File: config.mk
export PLATFORM = sky130hd
export DESIGN_NAME = pcpu_step_executor
export DESIGN_NICKNAME = d
export VERILOG_FILES = /design/src/rtl/pcpu_ctrl_pkg.sv /design/src/rtl/pcpu_step_executor.sv
export SDC_FILE = /design/constraint.sdc
export NUM_CORES = 1
export LEC_CHECK = 0
export CAP_MARGIN = 20
export CORE_MARGIN = 3
export CORE_UTILIZATION = 45
export CTS_CLUSTER_DIAMETER = 120
export DETAILED_ROUTE_END_ITERATION = 6
export DONT_BUFFER_PORTS = 1
export SYNTH_ARGS = -nofsm -noshare
export SYNTH_HDL_FRONTEND = slang
export SYNTH_SLANG_ARGS = --single-unit
File: constraint.sdc
create_clock -name myclk -period 2.4 [get_ports myclk]
set_input_delay 0.12 -clock myclk [delete_from_list [all_inputs] [get_ports myclk]]
set_output_delay 0.12 -clock myclk [all_outputs]
set_load 0.02 [all_outputs]
File: src/rtl/pcpu_ctrl_pkg.sv
// pcpu_ctrl_pkg
//   Shared encodings for the front-panel control path.
//   - exec_state_t : step executor states. These values also drive the panel
//                    LEDs, so they must stay fixed.
//   - panel_mode_t : panel controller modes, shared with the display decode.
package pcpu_ctrl_pkg;

  typedef enum logic [1:0] {
    EXEC_IDLE   = 2'b00,
    EXEC_STEP   = 2'b01,
    EXEC_RUN    = 2'b10,
    EXEC_HALTED = 2'b11
  } exec_state_t;

  typedef enum logic [1:0] {
    PANEL_STOP = 2'b00,
    PANEL_INC  = 2'b01,
    PANEL_TRAP = 2'b10
  } panel_mode_t;

  localparam int EXEC_STATE_W = 2;

endpackage

File: src/rtl/pcpu_step_executor.sv
// pcpu_step_executor
//   Turns the panel's one-cycle sense pulse into a burst of max(steps,1) CPU
//   clock-enable cycles. It also supports a free-run level mode and latches
//   CPU halt until reset.
// Ports
//   myclk     : system clock, rising edge
//   reset     : asynchronous, active-high
//   sense     : single-cycle step request (accepted only in IDLE)
//   run       : free-run level request
//   steps     : burst length, sampled when sense is accepted (0 means 1)
//   halt      : CPU halt level
//   cpu_en    : CPU global enable (STEP or RUN)
//   busy      : step burst in progress
//   halted    : halt captured (sticky)
//   state_dbg : raw state encoding for the LEDs
//   cycle_cnt : count of enabled cycles, wraps
module pcpu_step_executor
  import pcpu_ctrl_pkg::*;
#(
  parameter int STEP_W = 4,
  parameter int CNT_W  = 16
) (
  input  logic              myclk,
  input  logic              reset,
  input  logic              sense,
  input  logic              run,
  input  logic [STEP_W-1:0] steps,
  input  logic              halt,
  output logic              cpu_en,
  output logic              busy,
  output logic              halted,
  output logic [1:0]        state_dbg,
  output logic [CNT_W-1:0]  cycle_cnt
);

  exec_state_t       state_q, state_d;
  logic [STEP_W-1:0] rem_q, rem_d;
  logic [CNT_W-1:0]  cnt_q;

  always_ff @(posedge myclk or posedge reset) begin
    if (reset) begin
      state_q <= EXEC_IDLE;
      rem_q   <= '0;
    end else begin
      state_q <= state_d;
      rem_q   <= rem_d;
    end
  end

  always_comb begin
    state_d = state_q;
    rem_d   = rem_q;
    case (state_q)
      EXEC_IDLE: begin
        if (halt)       state_d = EXEC_HALTED;
        else if (run)   state_d = EXEC_RUN;
        else if (sense) begin
          state_d = EXEC_STEP;
          rem_d   = (steps == '0) ? STEP_W'(1) : steps;
        end
      end
      EXEC_STEP: begin
        // sense/run are not queued; a new burst needs a fresh pulse in IDLE
        if (halt) state_d = EXEC_HALTED;
        else if (rem_q == STEP_W'(1)) begin
          state_d = EXEC_IDLE;
          rem_d   = '0;
        end else rem_d = rem_q - STEP_W'(1);
      end
      EXEC_RUN: begin
        if (halt)      state_d = EXEC_HALTED;
        else if (!run) state_d = EXEC_IDLE;
      end
      default: state_d = EXEC_HALTED; // sticky until reset
    endcase
  end

  // Count uses the registered enable, so the cycle that ends on a halt edge
  // is still counted.
  always_ff @(posedge myclk or posedge reset) begin
    if (reset)       cnt_q <= '0;
    else if (cpu_en) cnt_q <= cnt_q + CNT_W'(1);
  end

  assign cpu_en    = (state_q == EXEC_STEP) || (state_q == EXEC_RUN);
  assign busy      = (state_q == EXEC_STEP);
  assign halted    = (state_q == EXEC_HALTED);
  assign state_dbg = state_q;
  assign cycle_cnt = cnt_q;

endmodule
==> metrics.txt, run 1 <==
Die ar.=around 3300 um^2; die height=around 58 um; antenna-violating nets left=0; Post CTS Setup Buffer Count=0; Area Growth Syn to Fin=6.85%; Fin Setup TNS=0 ns; Syn Area/Cell=around 10 um^2; WL met2=between 1000 and 1500 um; GPL Wtd Cong=about 0.78; cell leakage power=roughly 0.62 nW; status=finished, final reports clean; Slowest cell on crit path=dfrtp_1; final worst-path setup slack=between 0.5 and 0.6 ns; Die W=57.7 um; Top FF cell, synth=dfrtp_1; TritonRoute pass-1 iters=4; Final Hold Fails=0; WP data arrival=a little over 2 ns; htree depth=1; share of Yosys cell area claimed by the top area cell type=between 40% and 50%; PostCTS Resize Cnt=0; Finish-stage setup viols=0; GRT Overall Usage=between 10 and 15%; M1 wire length=900 um; IO Count=30; WP data required=2.59 ns; kind of critical path=reg2reg; EDFF count, synth=0; Tmin final=about 1.8 ns; Reg clk slew, reported paths=between 0.1 and 0.15 ns; syn nets=132; count leader, synth=dfrtp_1; Slew HR=between 40% and 50%; CP Capture Type=flop; initial antenna violation count=0; Synth Instances=115; clock skew=0.00404 ns; class of the worst hold path=in2reg; Final HPWL DP=1670 um; placeable core area=about 2500 um^2; drt drc=0; Worst VDD drop=about 900 uV; Max stage delay on crit path=between 0.5 and 0.6 ns; Synth cell types=28; period utilisation layout=approximately 76%; RSZ-0062 raised after global routing=false; area taken by multi-input logic gates=around 600 um^2; routed len/inst=14.2 um; Finished Core Util=slightly above 50%; post-synthesis register bit count=22; Fmax achieved=547 MHz; # port buffers=0; share of cells above drive strength 1=11.7%; total CTS buffers=3; crit-path max FO=5; DRT Wirelength=between 2000 and 2500 um; routed via count=about 800; number of global-route vias before repair=approximately 840; clock tree buffer depth=2; asr flop ratio synth=between 90% and 100%; Starting DRT DRC Count=30; post-route total power=roughly 1.6 mW; Via density=about 5.3; CTS tree=done; Synth Warn #=0; # rows=18; CTS sink cnt=22; synth cell count leaders=dfrtp_1 (22), nor2_1 (12), inv_1 (11); post-synthesis instance area=between 1000 and 1500 um^2; PD cells=around 1200 nW/um^2; largest net degree at the start of global routing=23; Final Max Slew Viols=0; Final nets=138; Setup Slack @ Placement=between 0.5 and 0.6 ns; MaxCap Viol Count=0; Sequential cell area=about 550 um^2; sequential-to-total area share from yosys stat=a little under half; clk_lat worst skew=approximately 0.3 ns; clock root buffer=clkbuf_4; total grt overflow=0; first-pass GRT wire length=about 3700 um; post-synth top area cell=dfrtp_1; hold_buf cts=1; top sig layer=met4; routed wl met3=roughly 130 um; Worst-Margin Slew=between 0.8 and 0.9 ns; Initial Utilization=between 40% and 50%; crit-path cells=inv_1 -> ha_1 -> nand3_1 -> nor2_1 -> nand4_1 -> xnor2_1; antenna cells=0; Synth area leaders=dfrtp_1 (46%), ha_1 (8.3%), xnor2_1 (6.5%), xor2_1 (4.4%), nor2_1 (3.7%); FILL cells=between 200 and 250; Worst setup SP type=flop
[worst max-delay path, delay by kind of cell, from the launching register on]
| family | cells | cell delay [ns] |
|---|---|---|
| xor gates and xnor gates | 1 | 0.15 |
| DFF | 1 | 0.54 |
| buffers and inverters | 1 | 0.13 |
| adders and majority gates | 1 | 0.35 |
| and+or+nand+nor | 3 | 0.55 |
[metrics by stage]
stage / hold slack (ns) / instances / instance area [um^2]
after floorplan: 0.109 / 115 / 1200
after global placement: 0.205 / 145 / 1240
after detailed placement: 0.216 / 145 / 1240
after CTS: 0.0677 / 150 / 1290
after global routing: 0.0663 / 150 / 1290
final: 0.0827 / 150 / 1290
[logic make-up after synthesis]
family | Yosys count | share of synthesized area (%)
buffers and inverters | 13 | 4.78
xor gates and xnor gates | 15 | 10.9
and+or+nand+nor | 41 | 18.4
adders and majority gates | 8 | 8.31
AOI/OAI and AO/OA | 11 | 7.58
muxes | 5 | 4.36
DFF | 22 | 45.7
[worst paths after layout]
kind | cells after the start | to | from | slack, ns
worst max-delay path | 6 | cycle_cnt[10] | state_dbg[0] | 0.57
worst min-delay path | 3 | rem_q[2] | steps[2] | 0.08
worst max register to register | 6 | cycle_cnt[10] | state_dbg[0] | 0.57
worst min register to register | 2 | rem_q[3] | rem_q[3] | 0.57
max in group asynchronous | 2 | cycle_cnt[6] | reset | 1.50
min in group asynchronous | 2 | cycle_cnt[0] | reset | 0.41
[layout by cell type (no fill, tap or decap), types with 3 or more instances in the layout]
| cell type | synthesis | layout |
|---|---|---|
| clkbuf_4 | 0 | 3 |
| nor3_1 | 3 | 3 |
| xor2_1 | 6 | 6 |
| xnor2_1 | 9 | 9 |
| nor2_1 | 12 | 12 |
| mux2i_1 | 3 | 3 |
| nand2_1 | 8 | 8 |
| nor2b_1 | 3 | 3 |
| a21oi_1 | 3 | 3 |
| nand4_1 | 4 | 4 |
| ha_1 | 8 | 8 |
| dfrtp_1 | 22 | 22 |
| inv_1 | 11 | 11 |
| nand3_1 | 4 | 4 |
[cell type report]
type | instances | area share [%]
tap | 30 | 2.92
inverter | 11 | 3.21
clock buffer | 4 | 2.82
sequential | 22 | 42.8
multi-input combinational | 80 | 46.4
timing repair buffer | 3 | 1.94
[layer usage]
metal  global-route usage [%]  up-vias
met3                     3.34        2
met2                     23.9       17
met4                     6.95        0
met5                        0        -
li1                         -      394
met1                     16.3      385
[flip-flops by register name (all words and copies together), names as in the netlist]
register,count
rem_q,4
state_dbg,2
cycle_cnt,16
[report_power, final]
group	total, mW	internal (mW)	switching [mW]
combinational	0.671	0.295	0.377
clock	0.197	0.0924	0.105
sequential	0.714	0.481	0.232
total	1.58	0.868	0.714
Note: power is estimated with default switching activity, not from simulation.
==> inputs of run 2 (changes only) <==
==> constraint.sdc (replaced) <==
create_clock -name myclk -period 1.76 [get_ports myclk]
set_input_delay 0.088 -clock myclk [delete_from_list [all_inputs] [get_ports myclk]]
set_output_delay 0.088 -clock myclk [all_outputs]
set_load 0.02 [all_outputs]
==> metrics.txt, run 2 (synthesis gave the netlist of run 1 again) <==
crit-path max FO=8; Finished Core Util=a little over half; RSZ-0062 raised after global routing=false; WP data required=between 1.5 and 2 ns; total CTS buffers=3; Starting DRT DRC Count=27; M1 wire length=933 um; top sig layer=met4; post-route total power=~2.3 mW; reg2reg setup slack=between 0.1 and 0.15 ns; clock tree buffer depth=2; IO Count=30; Design Area, Final=around 1400 um^2; Area Growth Syn to Fin=13.9%; Initial Utilization=47.8%; Via density=just over 5; FF-to-FF End=cycle_cnt[9]; cell leakage power=0.656 nW; Final nets=146; commonest cells after routing, fill and taps aside=dfrtp_1 (20), nor2_1 (11), inv_1 (11), buf_4 (10), xnor2_1 (9); kind of critical path=reg2reg; CTS sink cnt=22; Tmin final=approximately 1.6 ns; class of the worst hold path=in2reg; drt drc=0; Post CTS Setup Buffer Count=0; WL met2=about 1000 um; clock root buffer=clkbuf_4; clk_lat worst skew=~0.3 ns; Reg clk slew, reported paths=0.12 ns; Final HPWL DP=1640 um; number of global-route vias before repair=814; largest net degree at the start of global routing=23; max reg flops=16; htree depth=1; routed wl met3=around 110 um; Worst VDD drop=between 1000 and 1500 uV; Die ar.=3330 um^2; Sequential cell area=between 500 and 600 um^2; first-pass GRT wire length=approximately 3500 um; initial antenna violation count=0; CP Capture Type=flop; Final Max Slew Viols=0; Worst-Margin Slew=about 0.35 ns; antenna cells=0; status=finished, final reports clean; routed len/inst=13.1 um; antenna-violating nets left=0; placeable core area=between 2000 and 3000 um^2; DP Area=between 1000 and 1500 um^2; area taken by multi-input logic gates=a little over 600 um^2; # port buffers=0; period utilisation layout=91.6%; TritonRoute pass-1 iters=4; # rows=18; Die W=57.7 um; WP data arrival=1.85 ns; worst r2r path cells=6; CTS tree=done; die height=57.7 um; FILL cells=around 230; Final Hold Fails=0; MaxCap Viol Count=0; share of cells above drive strength 1=a little over a fifth; commonest non-fill, non-tap cell in the layout=dfrtp_1; clock skew=between 0.004 and 0.005 ns; Fmax achieved=between 600 and 700 MHz; end point of the critical path=cycle_cnt[9]; total grt overflow=0; Slew HR=around three quarters; GPL Wtd Cong=~0.81; routed via count=slightly above 800; Finish-stage setup viols=0; Worst R2R Start=state_dbg[0]; CP startpoint=state_dbg[0]; GRT Overall Usage=a little over an eighth; PD cells=about 1700 nW/um^2; DRT Wirelength=~2100 um; Worst setup SP type=flop; Fin Setup TNS=0 ns
-- run 2: cell types whose count changed in the layout (fill, tap and decap cells not counted) --
cell / delta
nor2_4: +1
dfrtp_1: -2
ha_4: +1
ha_2: +1
dfrtp_2: +2
nor2_1: -1
ha_1: -2
buf_4: +8
-- run 2: worst max-delay path, cell delays in order, from the launching register on --
cell     delay [ns]
dfrtp_2        0.39
inv_1          0.09
ha_4           0.37
nand4_2        0.18
nor2_4         0.19
and3_1         0.18
xor2_1         0.14
-- run 2: worst min-delay path by stage --
stage / start / to / slack (ns) / depth (start not counted)
6_report: steps[1] / rem_q[1] / 0.04 / 4
5_1_grt: steps[2] / rem_q[2] / 0.02 / 3
4_1_cts: steps[1] / rem_q[1] / 0.03 / 4
3_5_place_dp: reset / cycle_cnt[2] / 0.04 / 2
3_3_place_gp: reset / cycle_cnt[2] / 0.03 / 2
2_1_floorplan: reset / cycle_cnt[0] / 0.08 / 1
-- run 2: final cells by class --
cell class	instances	share of cell area, %
clock buffer	4	2.64
inverter	11	3.01
multi-input combinational	80	45.1
sequential	22	40.3
tap	30	2.73
timing repair buffer	11	6.20
-- run 2: routing by layer --
metal / track usage [%] / vias up
met5: 0 / -
met2: 22.9 / 19
met1: 16.5 / 376
met3: 3.12 / 2
met4: 3.97 / 0
li1: - / 414
-- run 2: report_power, final --
| group | switching [mW] | internal [mW] | leakage, nW |
|---|---|---|---|
| Clock | 0.144 | 0.126 | 0.0210 |
| Sequential | 0.205 | 0.662 | 0.280 |
| Combinational | 0.635 | 0.508 | 0.355 |
-- run 2: repair_timing --
item                       4_1_cts  5_1_grt
hold endpoints to repair        22        0
gates resized for setup          0        2
hold buffers                     1        0
setup endpoints to repair        0        2
-- run 2: per-stage QoR --
step	setup WS, ns	cells	hold WS, ns
6_report	0.147	158	0.0356
5_1_grt	0.0211	158	0.0202
4_1_cts	0.0782	158	0.0317
3_5_place_dp	0.110	153	0.0369
3_3_place_gp	0.122	153	0.0266
2_1_floorplan	0.00616	115	0.0771
